`src/rtl/rdma_sq_credit_gate_pkg.sv`:
```
// Shared widths and the status bundle for the send-queue credit gate.
// Stage latency is 1 cycle on requests and 0 on ACKs; requests back-pressure when the register is full or credit runs out.
package rdma_sq_credit_gate_pkg;

  localparam int CRED_W = 8;
  localparam int STAT_W = 32;

  typedef struct packed {
    logic [CRED_W-1:0] outstanding;
    logic              stall;
    logic              tmo_flag;
    logic              unf_flag;
    logic [STAT_W-1:0] sent_cnt;
    logic [STAT_W-1:0] ack_cnt;
  } sq_gate_stat_t;

endpackage

```
`src/rtl/rdma_sq_wdog.sv`:
```
// ACK watchdog: counts idle cycles while requests are outstanding and sets a sticky flag at all-ones.
// The flag is a registered output with no data path, so there is no latency or back-pressure on traffic.
module rdma_sq_wdog #(
  parameter int TMO_W = 24
) (
  input  logic aclk,
  input  logic aresetn,
  input  logic busy,
  input  logic kick,
  input  logic clr,
  output logic tmo_flag
);

  localparam logic [TMO_W-1:0] CNT_MAX = '1;
  localparam logic [TMO_W-1:0] CNT_PRE = {{(TMO_W-1){1'b1}}, 1'b0};

  logic [TMO_W-1:0] cnt_q;
  logic             tmo_q;
  logic             hit;

  // Fires only on the step into all-ones, so a clear while saturated stays cleared.
  assign hit = busy && !kick && (cnt_q == CNT_PRE);

  always_ff @(posedge aclk or negedge aresetn) begin
    if (!aresetn) begin
      cnt_q <= '0;
    end else if (kick || !busy) begin
      cnt_q <= '0;
    end else if (cnt_q != CNT_MAX) begin
      cnt_q <= cnt_q + TMO_W'(1);
    end
  end

  always_ff @(posedge aclk or negedge aresetn) begin
    if (!aresetn) begin
      tmo_q <= 1'b0;
    end else if (hit) begin
      tmo_q <= 1'b1;
    end else if (clr) begin
      tmo_q <= 1'b0;
    end
  end

  assign tmo_flag = tmo_q;

endmodule

```
`src/rtl/rdma_sq_credit_gate.sv`:
```
// Per-region credit gate ahead of the RDMA send-queue arbiter: caps un-ACKed requests and supervises ACKs.
// Requests take 1 cycle through a single output register, and ACKs pass through combinationally.
module rdma_sq_credit_gate
  import rdma_sq_credit_gate_pkg::*;
#(
  parameter int N_OUTSTANDING = 32,
  parameter int SQ_W          = 256,
  parameter int ACK_W         = 32,
  parameter int TMO_W         = 24
) (
  input  logic              aclk,
  input  logic              aresetn,
  input  logic              s_sq_valid,
  output logic              s_sq_ready,
  input  logic [SQ_W-1:0]   s_sq_data,
  output logic              m_sq_valid,
  input  logic              m_sq_ready,
  output logic [SQ_W-1:0]   m_sq_data,
  input  logic              s_ack_valid,
  output logic              s_ack_ready,
  input  logic [ACK_W-1:0]  s_ack_data,
  output logic              m_ack_valid,
  input  logic              m_ack_ready,
  output logic [ACK_W-1:0]  m_ack_data,
  input  logic              clr_flags,
  output logic [CRED_W-1:0] outstanding,
  output logic              stall,
  output logic              tmo_flag,
  output logic              unf_flag,
  output logic [STAT_W-1:0] sent_cnt,
  output logic [STAT_W-1:0] ack_cnt
);

  localparam logic [CRED_W-1:0] CRED_MAX = CRED_W'(N_OUTSTANDING);

  logic              sq_vld_q;
  logic [SQ_W-1:0]   sq_dat_q;
  logic [CRED_W-1:0] out_q;
  logic [CRED_W-1:0] out_d;
  logic              stall_q;
  logic              unf_q;
  logic [STAT_W-1:0] sent_q;
  logic [STAT_W-1:0] ack_q;
  logic              tmo;
  logic              accept;
  logic              ack_hs;
  logic              retire;
  logic              unf_set;
  sq_gate_stat_t     stat;

  assign s_sq_ready = (!sq_vld_q || m_sq_ready) && (out_q < CRED_MAX);
  assign accept     = s_sq_valid && s_sq_ready;

  assign m_ack_valid = s_ack_valid;
  assign s_ack_ready = m_ack_ready;
  assign m_ack_data  = s_ack_data;
  assign ack_hs      = s_ack_valid && m_ack_ready;

  // An ACK with nothing in flight is forwarded but cannot retire a credit.
  assign retire  = ack_hs && (out_q != '0);
  assign unf_set = ack_hs && (out_q == '0);

  always_comb begin
    out_d = out_q;
    case ({accept, retire})
      2'b10:   out_d = out_q + CRED_W'(1);
      2'b01:   out_d = out_q - CRED_W'(1);
      default: out_d = out_q;
    endcase
  end

  always_ff @(posedge aclk or negedge aresetn) begin
    if (!aresetn) begin
      sq_vld_q <= 1'b0;
      sq_dat_q <= '0;
    end else if (accept) begin
      sq_vld_q <= 1'b1;
      sq_dat_q <= s_sq_data;
    end else if (m_sq_ready) begin
      sq_vld_q <= 1'b0;
    end
  end

  always_ff @(posedge aclk or negedge aresetn) begin
    if (!aresetn) begin
      out_q   <= '0;
      stall_q <= 1'b0;
      sent_q  <= '0;
      ack_q   <= '0;
    end else begin
      out_q   <= out_d;
      stall_q <= (out_d == CRED_MAX);
      if (accept) sent_q <= sent_q + STAT_W'(1);
      if (ack_hs) ack_q  <= ack_q + STAT_W'(1);
    end
  end

  always_ff @(posedge aclk or negedge aresetn) begin
    if (!aresetn) begin
      unf_q <= 1'b0;
    end else if (unf_set) begin
      unf_q <= 1'b1;
    end else if (clr_flags) begin
      unf_q <= 1'b0;
    end
  end

  rdma_sq_wdog #(
    .TMO_W (TMO_W)
  ) u_wdog (
    .aclk     (aclk),
    .aresetn  (aresetn),
    .busy     (out_q != '0),
    .kick     (ack_hs),
    .clr      (clr_flags),
    .tmo_flag (tmo)
  );

  assign stat = '{
    outstanding: out_q,
    stall:       stall_q,
    tmo_flag:    tmo,
    unf_flag:    unf_q,
    sent_cnt:    sent_q,
    ack_cnt:     ack_q
  };

  assign m_sq_valid  = sq_vld_q;
  assign m_sq_data   = sq_dat_q;
  assign outstanding = stat.outstanding;
  assign stall       = stat.stall;
  assign tmo_flag    = stat.tmo_flag;
  assign unf_flag    = stat.unf_flag;
  assign sent_cnt    = stat.sent_cnt;
  assign ack_cnt     = stat.ack_cnt;

endmodule

```
`config.mk`:
```
export PLATFORM = sky130hd
export DESIGN_NAME = rdma_sq_credit_gate
export DESIGN_NICKNAME = d
export VERILOG_FILES = /design/src/rtl/rdma_sq_credit_gate_pkg.sv /design/src/rtl/rdma_sq_wdog.sv /design/src/rtl/rdma_sq_credit_gate.sv
export SDC_FILE = /design/constraint.sdc
export NUM_CORES = 1
export LEC_CHECK = 0
export CAP_MARGIN = 25
export CORE_AREA = 5 5 255 257
export DETAILED_ROUTE_END_ITERATION = 10
export DIE_AREA = 0 0 260 262
export SYNTH_ARGS = -nofsm -noshare
export SYNTH_HDL_FRONTEND = slang
export SYNTH_SLANG_ARGS = --single-unit
export TNS_END_PERCENT = 10
```
`constraint.sdc`:
```
create_clock -name aclk -period 6.45 [get_ports aclk]
set_clock_uncertainty 0.15 [all_clocks]
set_input_delay 1.29 -clock aclk [delete_from_list [all_inputs] [get_ports aclk]]
set_output_delay 1.29 -clock aclk [all_outputs]
set_load 0.02 [all_outputs]
```
======== After elaboration in Yosys (flattened, before gate mapping) ========
Cells that the tools add are included.
W data, S select, Z words.
word-level totals
  flip-flop bits (word level) ............. 356
  input bits .............................. 295
operators by class
  $add $sub $neg .......................... 5
  $lt $le $gt $ge ......................... 1
  equality and inequality tests ........... 5
  mux-type cells .......................... 8
  reductions and logical operators ........ 18
operators by type and width
  operator                 number
  $add A32 B1 Y32 const B  2
  $mux W24                 2
  $add A24 B1 Y24 const B  1
  $eq A24 B24 Y1 const B   1
  $ne A24 B24 Y1 const B   1
  $pmux W8 S2              1
  $add A8 B1 Y8 const B    1
  $eq A8 B6 Y1 const B     1
  $logic_not A8 Y1         1
  $lt A8 B6 Y1 const B     1
  $reduce_bool A2 Y1       4
  $reduce_bool A8 Y1       1
  $sub A8 B1 Y8 const B    1
  $logic_and A1 B1 Y1      7
  $mux W1                  5
  $logic_not A1 Y1         3
  $eq A2 B1 Y1 const B     1
  $eq A2 B2 Y1 const B     1
  $logic_or A1 B1 Y1       2

======== Depth between registers and ports, before layout ========
  word-level depth ........................ 7
  gate-level depth with buffers ........... 13
  depth with buffers taken out ............ 11

======== By module ========
Synthesis repeated with hierarchy kept, for this count alone.
second synthesis, totals
  cell total of the unflattened synthesis .. 1598
  area, all modules ....................... 14931.8 um^2
modules (own cells, without submodules)
  module               instances  cells each  area an instance (um^2)  seq. area each (um^2)
  rdma_sq_credit_gate  1          1449        13525.5                  8282.9
  rdma_sq_wdog         1          149         1406.3                   625.6

======== Worst setup path before layout ========
OpenSTA, ideal clock, no wires.
  kind .................................... input to register
  start ................................... in m_sq_ready
  end ..................................... reg out_q[7], in the netlist outstanding[7]
  arrival time ............................ 4.031 ns
  slack ................................... 2.137 ns
  stages on the path ...................... 12
  buffers on the path ..................... 2
  path through ............................ nand2b_1 -> and3_1 -> clkbuf_1 -> inv_2 -> clkbuf_1 -> ha_1 -> ha_1 -> a211oi_1 -> o21ai_0 -> a2111o_1 -> and2_1 -> xnor2_1
between the ends
  cells in the longest elaborated chain, start to end .. 5
  elaborated cells on any way between the ends .. 6
  classes of those cells .................. eq/ne (2); mux (1); reduce/logical (3)
ends and longest elaborated chain
  what                                          RTL line                   text
  start: declaration                            rdma_sq_credit_gate.sv:17  input logic m_sq_ready,
  $logic_or A1 B1 Y1 (*)                        rdma_sq_credit_gate.sv:51  assign s_sq_ready = (!sq_vld_q || m_sq_ready) && (out_q < CRED_MAX);
  $logic_and A1 B1 Y1 (*)                       rdma_sq_credit_gate.sv:51
  $logic_and A1 B1 Y1 (*)                       rdma_sq_credit_gate.sv:52  assign accept = s_sq_valid && s_sq_ready;
  $eq A2 B1 Y1 or $eq A2 B2 Y1 (tied branches)  rdma_sq_credit_gate.sv:65  case ({accept, retire})
  $pmux W8 S2 (*)                               rdma_sq_credit_gate.sv:65
  net out_d[7]                                  rdma_sq_credit_gate.sv:39  logic [CRED_W-1:0] out_d;
  end signal: assignment                        rdma_sq_credit_gate.sv:91  out_q <= out_d;
  end: declaration                              rdma_sq_credit_gate.sv:38  logic [CRED_W-1:0] out_q;
Mark *: on every way through the listed nets, which the timed path passes. The rest lies on a longest branch.
A chain may end at the register's enable or synchronous reset.

======== Worst setup path after layout ========
  start ................................... in m_sq_ready
  end ..................................... reg stall_q, in the netlist stall
between the ends
  cells in the longest elaborated chain, start to end .. 6
  elaborated cells on any way between the ends .. 7
  classes of those cells .................. eq/ne (3); mux (1); reduce/logical (3)
ends and longest elaborated chain
  what                                          RTL line                   text
  $logic_or A1 B1 Y1 (*)                        rdma_sq_credit_gate.sv:51
  $logic_and A1 B1 Y1 (*)                       rdma_sq_credit_gate.sv:51
  $logic_and A1 B1 Y1 (*)                       rdma_sq_credit_gate.sv:52
  $eq A2 B1 Y1 or $eq A2 B2 Y1 (tied branches)  rdma_sq_credit_gate.sv:65
  $pmux W8 S2 (*)                               rdma_sq_credit_gate.sv:65
  $eq A8 B6 Y1 (*)                              rdma_sq_credit_gate.sv:92  stall_q <= (out_d == CRED_MAX);
  end signal: assignment                        rdma_sq_credit_gate.sv:92
  end: declaration                              rdma_sq_credit_gate.sv:40  logic stall_q;
Mark *: on every way between the ends. The rest lies on a longest branch, timed or not.

==> key figures <==
Run status
  – Status: finished clean

Placed design
  – PortBufs: between 500 and 600
  – DP HPWL: about 38,000 um
  – Routability cong.: ~0.83
  – Area post-placement: between 20,000 and 25,000 um^2

Clock tree
  – Num CTS Buffers: 44
  – Post_cts resized: 0
  – Clock-pin slew on the worst setup and hold paths: roughly 0.060 ns
  – Clk_lat worst skew: around 0.56 ns
  – TritonCTS sink count: ~360
  – Clock Root Buffer: clkbuf_16
  – TritonCTS clock tree: built
  – Cts hold-fix bufs: 0
  – H-tree levels: 2
  – Post-CTS setup buffer count: 0
  – Max clock buf depth: 3

Worst setup path
  – Critical path startpoint: m_sq_ready
  – Crit start category: input port
  – Crit Reg-Reg Endpoint: stall
  – Crit path DAT: approximately 4.5 ns
  – CP Capture Type: register
  – Crit Path Class: input port to register
  – R2R Path Start: outstanding[5]
  – Critical Path Fanout Max: 26
  – Data required, critical path: a little under 7 ns
  – Worst r2r path cells: 10
  – Setup slack, reg-to-reg: 2.56 ns
  – Worst setup endpoint: stall

Logic synthesis
  – Post-synth EDFFs: 0
  – Yosys top cell area share: 0.600
  – Cells after Synth: between 1,500 and 2,000
  – Net count after synthesis: 1,919
  – Cell taking the most area after synthesis: dfrtp_1
  – Sequential-to-total area share from yosys stat: 0.600
  – Post-synth cell types: 55
  – Yosys reg bits: about 360
  – Yosys warns: 0
  – Mapped Area: roughly 15,000 um^2
  – Syn avg cell area: around 9 um^2
  – Synth area leaders: dfrtp_1 (60%), nand2_1 (21%), xnor2_1 (2.7%)
  – Synth async-reset ratio: 1.00
  – Prevailing post-synth register cell: dfrtp_1

Drt
  – Routed WL: between 50,000 and 60,000 um
  – First-pass DRT Iterations: 5
  – Drt wl/cell: around 17 um
  – # DRC: 0
  – Final ANT Viol Nets: 0
  – DR vias/cell: roughly 4.3
  – Drt initial violations: ~690
  – Vias: approximately 13,000

Pwr
  – Max rail drop VDD: between 0.2 and 0.3 mV
  – Power Density: ~460 nW/um^2
  – Leakage power: approximately 0.011 uW
  – Design Power: approximately 11,000 uW

Floorplan
  – DIE HEIGHT: roughly 260 um
  – Starting Density: 0.238
  – Full die area: 68,100 um^2
  – Die width: between 200 and 300 um
  – Core area: 62,500 um^2
  – Core Rows: between 90 and 100
  – Io pins: 662

STA
  – Period minus WS final: roughly 4.2 ns
  – Final setup fails: 0
  – Unrepaired setup endpoints after global routing: no
  – Final Cycle Share: 0.649
  – Max_slew headroom: 0.358
  – Pins Over Slew Limit: 0
  – FMAX: 239 MHz
  – Hold slack: approximately 0.32 ns
  – Total negative slack: 0 ns
  – Fin. Hold Viols: 0
  – Worst slew pin tran: slightly below 1 ns

Job
  – Max-cap violations: 0

Layout
  – Nets: 2,469
  – Final instance area: ~23,000 um^2
  – Fill cells: approximately 6,200
  – Area delta synth->final: 55.2%
  – Share of layout cells above drive strength 1: 0.0437

Global routing
  – Grt total ovfl: 0
  – Total routing usage reported by global routing: 0.144
  – Vias in the first global route: approximately 14,000
  – Largest net degree at the start of global routing: around 190
  – Initial antenna violation count: 9
  – First-pass GRT wire length: between 70,000 and 80,000 um

Hold path
  – Hold Crit Class: register to register
flip-flops by register name, indices dropped and copies added, names as in the netlist, 8 cells and up:
| register | flops |
|---|---|
| ack_cnt | 32 |
| m_sq_data | 256 |
| outstanding | 8 |
| sent_cnt | 32 |
| u_wdog.cnt_q | 24 |
per-layer routing:
layer | vias to the layer above | share of wire | routed length, um | GRT usage
met2 | 444 | 0.49 | 25200 | 0.248
met3 | 79 | 0.097 | 4980 | 0.0607
met1 | 6247 | 0.38 | 19600 | 0.166
li1 | 6213 | - | - | -
met5 | - | 0.0011 | 57 | 0
met4 | 10 | 0.028 | 1430 | 0.0427
synth_stat cells, types with 2 or more instances:
library cell  count
buf_1             7
or4_4             2
or3_1             6
ha_1             11
a211oi_1          5
and3_1           13
o41ai_1           2
buf_4            34
nor2_1           30
or2b_1            2
and4_1            9
or4_1             8
nor3_1           20
clkbuf_1         61
nand2_1         813
xnor2_1          45
nor2b_1           4
inv_1            17
xor2_1           25
nand4_1          26
mux2i_1           5
dfrtp_1         356
o21ai_0          10
o31ai_1           5
nand2b_1          6
or2_2             2
o211ai_1          7
nor3b_1           4
a2111o_1          2
and2_1            8
nand3_1          28
nor4_1            3
o311ai_0          2
a21oi_1          11
nor4b_1           2
a22o_1            2
critical path: stages:
cell and delay, ns:
clkdlybuf4s50_1 0.40, nand2b_1 0.19, and3_4 0.24, inv_8 0.17
ha_1 0.38, ha_1 0.31, a211oi_1 0.46, o21ai_0 0.18
a2111o_1 0.47, nand3_1 0.10, nor4b_1 0.25
kinds of logic after synthesis:
family	count (synthesis)	share of synthesized area
xor+xnor	70	0.0413
compound gates	55	0.0272
fa+ha+maj	12	0.0106
simple gates	993	0.278
mux	6	0.00413
buf+inv	120	0.0389
flops	356	0.600
power breakdown:
group	switching, uW	internal [uW]	leakage, uW
Combinational	2530	1990	0.00548
Clock	1000	1550	0.000747
Sequential	513	3060	0.00454
Total	4040	6590	0.0108
per-stage QoR:
step / worst slack, ns / util / cells
finish: 2.27 / 0.369 / 3044
global route: 2.08 / 0.369 / 3042
CTS: 2.34 / 0.368 / 3040
detailed placement: 1.75 / 0.344 / 2961
global placement: 1.78 / 0.344 / 2961
floorplan: 2.14 / - / 1612
cells in the final DEF (no fill, tap or decap), types with 5 or more instances in the layout:
master and count:
clkbuf_1 6, nor3_1 20, or4_1 8, clkbuf_8 11
clkdlybuf4s50_1 596, nor2_1 30, dfrtp_1 356, or3_1 6
mux2i_1 5, o21ai_0 10, xnor2_1 45, nand2_1 813
clkinv_2 6, xor2_1 25, inv_1 17, ha_1 11
buf_4 5, and2_1 8, a21oi_1 11, nand2b_1 6
o31ai_1 5, and4_1 9, a211oi_1 5, o211ai_1 7
nand3_1 28, and3_1 12, nand4_1 26, clkbuf_16 44
final cells by class:
cell class / instances / area (um^2) / share of cell area
Inverter: 18 / 75.1 / 0.00326
Clock buffer: 61 / 1270 / 0.0553
Antenna cell: 3 / 7.51 / 0.000326
Clock inverter: 18 / 241 / 0.0105
Tap cell: 846 / 1060 / 0.0459
Sequential cell: 356 / 8910 / 0.387
Multi-Input combinational cell: 1136 / 5370 / 0.233
Timing Repair Buffer: 606 / 6110 / 0.265
worst min-delay path by stage:
stage / from / endpoint / cells past startpoint / slack [ns]
after floorplan: u_wdog.cnt_q[20] / u_wdog.cnt_q[20] / 1 / 0.34
after global placement: m_sq_data[203] / m_sq_data[203] / 2 / 0.31
after detailed placement: m_sq_data[118] / m_sq_data[118] / 2 / 0.31
after CTS: m_sq_data[142] / m_sq_data[142] / 2 / 0.33
after global routing: m_sq_data[238] / m_sq_data[238] / 2 / 0.34
final: m_sq_data[105] / m_sq_data[105] / 2 / 0.32
Note: power is estimated with default switching activity, not from simulation.
